## config.mk

```make
export PLATFORM = sky130hd
export DESIGN_NAME = pcm_frame_scheduler_flat
export DESIGN_NICKNAME = d
export VERILOG_FILES = /design/src/rtl/pcm_frame_scheduler_if.sv /design/src/rtl/pcm_frame_scheduler.sv /design/src/flat_wrapper.sv
export SDC_FILE = /design/constraint.sdc
export NUM_CORES = 2
export LEC_CHECK = 0
export CORE_AREA = 5 5 611 613
export CTS_CLUSTER_DIAMETER = 30
export CTS_CLUSTER_SIZE = 25
export DETAILED_ROUTE_END_ITERATION = 10
export DIE_AREA = 0 0 616 618
export HOLD_SLACK_MARGIN = 0.1
export PLACE_DENSITY = 0.38
export SYNTH_ARGS = -nofsm -noshare
export SYNTH_HDL_FRONTEND = slang
export SYNTH_SLANG_ARGS = --single-unit
```

## constraint.sdc

```tcl
create_clock -name clk -period 2.75 [get_ports clk]
set_input_delay 0.4125 -clock clk [delete_from_list [all_inputs] [get_ports clk]]
set_output_delay 0.4125 -clock clk [all_outputs]
set_load 0.02 [all_outputs]
```

## src/rtl/pcm_frame_scheduler_if.sv

```systemverilog
// ---------------------------------------------------------------------------
// pcm_frame_scheduler_if
// Per-channel PCM beat stream from the frame scheduler to its consumer.
//   out_data   sample of the current channel
//   out_chan   channel index of out_data
//   out_valid  beat valid (source)
//   out_ready  consumer ready (sink)
//   out_first  channel-0 beat of a frame
//   out_last   channel-(N-1) beat of a frame
// master = scheduler side, slave = consumer side.
// ---------------------------------------------------------------------------
interface pcm_frame_scheduler_if #(
   parameter int W  = 16,
   parameter int CW = 7
);
   logic [W-1:0]  out_data;
   logic [CW-1:0] out_chan;
   logic          out_valid;
   logic          out_ready;
   logic          out_first;
   logic          out_last;

   modport master (
      output out_data, out_chan, out_valid, out_first, out_last,
      input  out_ready
   );

   modport slave (
      input  out_data, out_chan, out_valid, out_first, out_last,
      output out_ready
   );
endinterface

```

## src/rtl/pcm_frame_scheduler.sv

```systemverilog
// ---------------------------------------------------------------------------
// pcm_frame_scheduler
// Snapshots the N PCM words of the decimation array on each output-rate
// strobe and streams them one channel per beat over a valid/ready stream,
// so the decimators never stall on a slow consumer. Numbers frames and
// counts frames that arrive before the previous one has drained.
//
// Ports:
//   clk       system clock
//   rst       asynchronous active-low reset
//   enable    accept new frames when high
//   pcm_in    flattened PCM bus, channel k at pcm_in[k*W +: W]
//   pcm_stb   one-cycle strobe: pcm_in holds a new sample set
//   out_if    beat stream (master modport)
//   frame_id  number of the frame being sent, wraps 0xFFFF -> 0
//   busy      frame in progress
//   ovf       sticky dropped-frame flag
//   ovf_clr   clears ovf and drop_cnt
//   drop_cnt  dropped-frame count, saturating at 255
// ---------------------------------------------------------------------------
module pcm_frame_scheduler #(
   parameter  int N  = 96,
   parameter  int W  = 16,
   localparam int CW = $clog2(N)
) (
   input  logic                  clk,
   input  logic                  rst,
   input  logic                  enable,
   input  logic [N*W-1:0]        pcm_in,
   input  logic                  pcm_stb,
   pcm_frame_scheduler_if.master out_if,
   output logic [15:0]           frame_id,
   output logic                  busy,
   output logic                  ovf,
   input  logic                  ovf_clr,
   output logic [7:0]            drop_cnt
);

   typedef enum logic {IDLE = 1'b0, SEND = 1'b1} state_t;

   state_t        state, state_next;
   logic [CW-1:0] chan, chan_next;
   logic [W-1:0]  shadow [N];
   logic          started;      // a frame has been accepted since reset
   logic          first_q, last_q;

   logic          xfer;
   logic          last_beat;
   logic          snap;
   logic          drop;
   logic [7:0]    drop_base;
   logic [7:0]    drop_cnt_next;

   assign xfer      = (state == SEND) && out_if.out_ready;
   assign last_beat = (chan == CW'(N - 1));

   // Next-state logic. A strobe is taken either from IDLE or on the very
   // edge that transfers the last beat; any other enabled strobe while a
   // frame is in flight is a drop and leaves the shadow bank untouched.
   // NOTE: every signal gets a default before the case so no path leaves it
   // unassigned, which would infer a latch.
   always_comb begin
      state_next = state;
      chan_next  = chan;
      snap       = 1'b0;
      drop       = 1'b0;
      case (state)
         IDLE: begin
            if (pcm_stb && enable) begin
               snap       = 1'b1;
               chan_next  = '0;
               state_next = SEND;
            end
         end
         SEND: begin
            if (xfer && !last_beat) begin
               chan_next = chan + CW'(1);
            end else if (xfer && last_beat) begin
               chan_next = '0;
               if (pcm_stb && enable) begin
                  snap = 1'b1;
               end else begin
                  state_next = IDLE;
               end
            end
            if (pcm_stb && enable && !(xfer && last_beat)) begin
               drop = 1'b1;
            end
         end
         default: state_next = IDLE;
      endcase
   end

   // Clear first, then count, so a drop on the clearing edge still shows.
   assign drop_base     = ovf_clr ? 8'd0 : drop_cnt;
   assign drop_cnt_next = (drop && drop_base != 8'hFF) ? drop_base + 8'd1 : drop_base;

   // NOTE: sequential state uses non-blocking assignments so every flop
   // samples pre-edge values regardless of statement order.
   always_ff @(posedge clk or negedge rst) begin
      if (!rst) begin
         state    <= IDLE;
         chan     <= '0;
         started  <= 1'b0;
         frame_id <= '0;
         first_q  <= 1'b0;
         last_q   <= 1'b0;
         ovf      <= 1'b0;
         drop_cnt <= '0;
      end else begin
         state    <= state_next;
         chan     <= chan_next;
         first_q  <= (state_next == SEND) && (chan_next == '0);
         last_q   <= (state_next == SEND) && (chan_next == CW'(N - 1));
         ovf      <= drop | (ovf & ~ovf_clr);
         drop_cnt <= drop_cnt_next;
         if (snap) begin
            started <= 1'b1;
            if (started) frame_id <= frame_id + 16'd1;
         end
      end
   end

   // NOTE: the shadow bank is a flop array, not a RAM, and must read as zero
   // after reset, so it sits in the reset branch; a RAM-style memory would
   // normally be left unreset.
   always_ff @(posedge clk or negedge rst) begin
      if (!rst) begin
         for (int k = 0; k < N; k++) shadow[k] <= '0;
      end else if (snap) begin
         for (int k = 0; k < N; k++) shadow[k] <= pcm_in[k*W +: W];
      end
   end

   // out_data is the only combinational output: a mux of the shadow bank.
   assign out_if.out_data  = shadow[chan];
   assign out_if.out_chan  = chan;
   assign out_if.out_valid = (state == SEND);
   assign out_if.out_first = first_q;
   assign out_if.out_last  = last_q;
   assign busy             = (state == SEND);

endmodule

```

## src/flat_wrapper.sv

```systemverilog
// flat-port wrapper written by rule: the top's interface ports become plain ports
module pcm_frame_scheduler_flat 
#(
   parameter  int N  = 96,
   parameter  int W  = 16,
   localparam int CW = $clog2(N)
)
  (clk, rst, enable, pcm_in, pcm_stb, frame_id, busy, ovf, ovf_clr, drop_cnt, out_if_out_data, out_if_out_chan, out_if_out_valid, out_if_out_first, out_if_out_last, out_if_out_ready);
  pcm_frame_scheduler_if #(.W(W), .CW((7))) out_if_i ();
  input  logic clk;
  input  logic rst;
  input  logic enable;
  input  logic [N*W-1:0] pcm_in;
  input  logic pcm_stb;
  output logic [15:0] frame_id;
  output logic busy;
  output logic ovf;
  input  logic ovf_clr;
  output logic [7:0] drop_cnt;
  output wire logic [$bits(out_if_i.out_data)-1:0] out_if_out_data;
  output wire logic [$bits(out_if_i.out_chan)-1:0] out_if_out_chan;
  output wire logic [$bits(out_if_i.out_valid)-1:0] out_if_out_valid;
  output wire logic [$bits(out_if_i.out_first)-1:0] out_if_out_first;
  output wire logic [$bits(out_if_i.out_last)-1:0] out_if_out_last;
  input wire logic [$bits(out_if_i.out_ready)-1:0] out_if_out_ready;
  assign out_if_out_data = out_if_i.out_data;
  assign out_if_out_chan = out_if_i.out_chan;
  assign out_if_out_valid = out_if_i.out_valid;
  assign out_if_out_first = out_if_i.out_first;
  assign out_if_out_last = out_if_i.out_last;
  assign out_if_i.out_ready = out_if_out_ready;
  pcm_frame_scheduler #(.N(N), .W(W)) u_core (.clk(clk), .rst(rst), .enable(enable), .pcm_in(pcm_in), .pcm_stb(pcm_stb), .out_if(out_if_i), .frame_id(frame_id), .busy(busy), .ovf(ovf), .ovf_clr(ovf_clr), .drop_cnt(drop_cnt));
endmodule
```

Word level (Yosys, flattened, before mapping). Index checks and enable logic that the tools add are counted.

Flip-flop bits (word level): 1572. Bits in writable memories: 0. Input port bits: 1542. Latch bits: 0. Memories kept: 0. Memory bits (read-only): 0.

Shift operators: 0. Multiply operators: 0. Bitwise operators: 5. Reductions and logical operators: 12. Div/mod/pow operators: 0. Equal/unequal tests: 3. $lt $le $gt $ge: 1. $add $sub $neg: 3. Multiplexer cells: 18.

Operators by type and width (number): 16-bit binary-select mux with 7-bit select (1); 16-bit two-way mux (2); 7-bit two-way mux (3); 16-bit by 1-bit adder with 16-bit output (second input constant) (1); 8-bit two-way mux (2); 7-bit == test (second input constant) (2); 7-bit case mux with 2 select lines (1); 8-bit by 1-bit adder with 8-bit output (second input constant) (1); 8-bit greater-or-equal comparator (second input constant) (1); 1-bit logical AND (8); 8-bit inequality test (second input constant) (1); 7-bit NOT with 8-bit output (1); 7-bit by 1-bit adder with 7-bit output (second input constant) (1); 7-bit zero test (1); 1-bit two-way mux (7); 1-bit case mux with 2 select lines (2); 1-bit zero test (2); 1-bit NOT (2); 2-bit AND reduction (1); 1-bit bitwise AND (1); 1-bit bitwise OR (1).

Longest topological paths before layout.
Depth in word-level cells: 8. Mapped depth: 12.

Worst setup path before layout. No wires, ideal clock.

Path kind: register to output. Start: register u_core.chan[1] (netlist: u_core.out_if.out_chan[1]). End: output out_if_out_data[10]. Arrival: 2.299 ns. Stages on the path, launching flop included: 10. Setup slack: 0.039 ns. Buffers on the path: 3. Path through: dfrtp_1 -> buf_6 -> buf_6 -> buf_2 -> mux4_2 -> a22oi_1 -> a21oi_1 -> a31oi_1 -> nor2_1 -> or3_1.

Longest elaborated chain between the ends: 4.

Ends and longest elaborated chain: start, declared (RTL line pcm_frame_scheduler.sv:42) `logic [CW-1:0] chan, chan_next;`; start signal, assigned (RTL line pcm_frame_scheduler.sv:112) `chan <= chan_next;`; 7-bit NOT with 8-bit output (not written as such) (RTL line pcm_frame_scheduler.sv:136) `assign out_if.out_data = shadow[chan];`; 16-bit binary-select mux with 7-bit select (RTL line pcm_frame_scheduler.sv:136); 16-bit two-way mux (not written as such) (2 in a row) (RTL line pcm_frame_scheduler.sv:136); end, declared (RTL line flat_wrapper.sv:20) `output wire logic [$bits(out_if_i.out_data)-1:0] out_if_out_data;`.

No other way between the ends. The select of a mux whose other input is x is not followed.

Worst setup path after layout.
Start: register u_core.chan[1] (netlist: u_core.out_if.out_chan[1]). End: output out_if_out_data[11].

Same word-level chain as after synthesis.

==> results.py <==
metrics = {
    "finish": {
        "postLayoutCellArea_um2": 138000,
        "fin_util_pct": 37.6,
        "post_route_cells_drive_above_1_share_pct": 20.8,
        "nets": 13200,
        "area_growth_pct": 91.6,
    },
    "placed_design": {
        "numPortBuffers": 1593,
        "dpl_cell_area_um2": 98700,
        "gp_congestion": 0.926,
        "hpwl_um": 351000,
    },
    "timing": {
        "clock_skew_ns": 0.0838,
        "max_slew_margin_pct": 44.0,
        "hold_slack_ns": 0.142,
        "period_minus_slack_ns": 4.30,
        "maxSlewViolCount": 0,
        "hold_violations": 0,
        "worst_pin_slew_ns": 0.840,
        "timing.fmax_ghz": 0.232,
        "worst_slack_ns": -1.55,
        "rsz0062_at_grt": "true",
        "setup_violations": 1586,
        "fin_crit_sh_pct": 157,
        "tns_ns": -615.20,
    },
    "setup_path": {
        "path_max_fanout": 8,
        "required_ns": 2.34,
        "endpoint_kind": "primary output",
        "cp.arrival_ns": 3.89,
        "crit_type": "register to primary output",
        "crit_path_start_kind": "register",
    },
    "floorplan": {
        "fp.dieW_um": 616,
        "fp.coreArea_um2": 367000,
        "dieArea_um2": 381000,
        "ios": 1594,
        "rows": 223,
        "initial_utilization_pct": 19.6,
        "die_y_um": 618,
    },
    "logic_synthesis": {
        "avgSynthCellArea_um2": 9.17,
        "syn-num-nets": 9412,
        "ys_ff_latch": 1572,
        "yosys_warnings": 0,
        "syn_inst": 7867,
        "async_flop_share_pct": 100,
        "synth_top_flop_cell": "dfrtp_1",
        "synth-edff-count": 0,
        "synth_cell_types": 59,
        "synth_seq_area_share_pct": 54.6,
        "syn_area_um2": 72100,
    },
    "clock_network": {
        "clockBufferDepth": 4,
        "cts_made_buffers": 458,
        "cts.sinks": 1572,
        "cts_max_level": 5,
        "path_clk_slew_ns": 0.04,
        "insertion_delay_ns": 0.99,
        "cts_tree": "done",
        "root_buffer": "clkbuf_16",
    },
    "hold_path": {
        "min_path_type": "input port to register",
    },
    "power_and_ir_drop": {
        "p_int_uw": 87000,
        "vdd_drop_max_v": 0.000571,
        "power.switching_uw": 41500,
        "clkPwrFrac_pct": 44.0,
        "combPwrFrac_pct": 32.2,
        "p_leak_uw": 0.0652,
        "swShare_pct": 32.3,
        "seqPwrFrac_pct": 23.8,
        "power_density_nw_per_um2": 931,
    },
    "run_status": {
        "violations": "setup timing",
        "status": "finished with violations",
    },
    "detailed_routing": {
        "drtIter0Drc": 5752,
        "first_pass_iters": 6,
        "drc": 0,
        "wl_per_cell_um": 27.6,
        "vias": 74500,
        "ant_nets": 0,
        "wl_um": 469000,
        "vias_per_cell": 4.38,
    },
    "grt": {
        "grt_start_max_net_pins": 124,
        "grt_pass1_vias": 80000,
        "overflow": 0,
        "gr-usage-all-layers_pct": 23.6,
        "antenna_found_initial": 162,
        "grt_pass1_wl_um": 634000,
    },
    "flow_run": {
        "maxCapViolCount": 0,
    },
}
-- cells in the mapped netlist (2+ instances only) --
cell type / count / share of area, %
and2_1: 12 / 0.10
inv_1: 7 / 0.036
o211ai_1: 16 / 0.17
nand2b_1: 6 / 0.052
a31oi_1: 19 / 0.16
or2_2: 2 / 0.017
o22ai_1: 17 / 0.15
mux4_2: 244 / 7.6
nand4_1: 11 / 0.095
o221ai_1: 8 / 0.097
nand3_1: 31 / 0.22
a22o_1: 2 / 0.024
mux2i_1: 261 / 3.6
clkbuf_1: 109 / 0.57
nor4_1: 2 / 0.017
o311ai_1: 7 / 0.085
dfrtp_1: 1572 / 55
xor2_1: 10 / 0.12
o31ai_1: 3 / 0.031
a21oi_1: 60 / 0.42
a22oi_1: 101 / 1.1
a221oi_1: 8 / 0.097
o21ai_0: 19 / 0.13
nor2b_1: 21 / 0.18
buf_12: 5 / 0.14
xnor2_1: 13 / 0.16
nor2_1: 52 / 0.27
buf_6: 19 / 0.30
o31a_1: 2 / 0.024
and3_1: 5 / 0.043
buf_1: 6 / 0.031
nor3_1: 4 / 0.028
ha_1: 3 / 0.052
mux4_1: 30 / 1.1
buf_4: 30 / 0.31
o21ai_1: 15 / 0.10
a211oi_1: 31 / 0.32
o311a_1: 7 / 0.097
mux2_2: 14 / 0.22
nand2_1: 4738 / 25
buf_2: 327 / 2.3
-- registers in the layout, indices dropped and copies added, names as in the netlist --
signal and flops:
u_core.out_if.out_chan 7, u_core.frame_id 16, u_core.shadow 1536, u_core.ovf 1, u_core.busy 1, u_core.out_if.out_first 1
u_core.out_if.out_last 1, u_core.started 1, u_core.drop_cnt 8
-- power by group through the flow --
stage	clock network, uW	logic (uW)	registers (uW)
6_report	56600	41400	30600
3_5_place_dp	0	34300	30700
5_1_grt	58700	43600	30900
4_1_cts	57300	40600	30400
3_3_place_gp	0	34300	30600
2_1_floorplan	0	15000	29200
-- routing by layer --
metal / global-route usage, % / share of wire (%) / wire length (um) / vias up
met1: 29.0 / 41 / 190000 / 37500
met4: 9.30 / 4.6 / 21700 / 34
li1: - / - / - / 33300
met5: 0 / 0.045 / 211 / -
met2: 41.1 / 49 / 232000 / 2743
met3: 3.90 / 5.4 / 25200 / 844
-- metrics by stage --
stage               power, uW  std cells  setup WS [ns]
floorplan               44300       7867         0.0388
detailed placement      65000      14500          -1.78
finish                 129000      17000          -1.55
global route           133000      17000          -1.68
CTS                    128000      16800          -1.76
global placement        64900      14500          -1.85
-- layout make-up --
| type | count | area [um^2] |
|---|---|---|
| Antenna cell | 62 | 155 |
| Clock buffer | 601 | 12900 |
| Clock inverter | 250 | 3850 |
| Fill cell | 36400 | 229000 |
| Inverter | 8 | 35.0 |
| Multi-Input combinational cell | 5790 | 32700 |
| Sequential cell | 1572 | 39400 |
| Tap cell | 4837 | 6050 |
| Timing Repair Buffer | 3867 | 43100 |
-- worst paths after layout --
| path | start | cells past startpoint | end | slack [ns] |
|---|---|---|---|---|
| worst max-delay path | u_core.out_if.out_chan[1]$_DFF_PN0_ | 14 | out_if_out_data[11] | -1.55 |
| worst min-delay path | pcm_in[91] | 3 | u_core.shadow[1451]$_DFFE_PN0P_ | 0.14 |
| worst max register to register | u_core.out_if.out_chan[1]$_DFF_PN0_ | 20 | u_core.shadow[1274]$_DFFE_PN0P_ | -0.55 |
| worst min register to register | u_core.shadow[65]$_DFFE_PN0P_ | 2 | u_core.shadow[65]$_DFFE_PN0P_ | 0.46 |
| max in group asynchronous | rst | 3 | u_core.shadow[865]$_DFFE_PN0P_ | 1.63 |
| min in group asynchronous | rst | 3 | u_core.shadow[642]$_DFFE_PN0P_ | 0.32 |
-- worst max-delay path: stages, from the launching register on --
cell	delay (ns)
dfrtp_4	0.49
buf_12	0.16
buf_8	0.13
buf_16	0.15
buf_16	0.16
buf_16	0.16
buf_6	0.12
buf_6	0.10
mux4_2	0.53
nand2_2	0.14
nand2_2	0.08
a211oi_2	0.25
nand3_2	0.13
buf_6	0.16
buf_12	0.12
-- layout by cell type (no fill, tap or decap), types with 186 or more instances in the layout --
cell and instances:
buf_12 210, nand2_1 4505, clkbuf_16 482, mux4_2 255
clkdlybuf4s50_1 1572, buf_4 458, mux2i_1 229, dlygate4sd3_1 1302
nand2_2 186, dfrtp_1 1566
-- cells by family (layout without fill, tap and decap cells) --
kind of cell               after synthesis  in the layout  share of synthesized area, %
muxes                                  549            549                          12.6
and+or+nand+nor                       4895           4895                          25.8
buffers and inverters                  505           4726                          3.68
xor gates and xnor gates                23             23                         0.279
other                                    0             62                             0
DFF                                   1572           1572                          54.6
AOI/OAI and AO/OA                      320            320                          3.05
adders and majority gates                3              3                        0.0521
-- what timing repair did --
action / 4_1_cts / 5_1_grt
pin swaps: 153 / 126
hold buffers: 1302 / 1
resized for setup: 610 / 424
endpoints found under the hold margin: 1934 / 1
endpoints found under the setup margin: 1586 / 1587
gates cloned: 116 / 27
buffers inserted: 131 / 89
(Power assumes the default switching activity.)
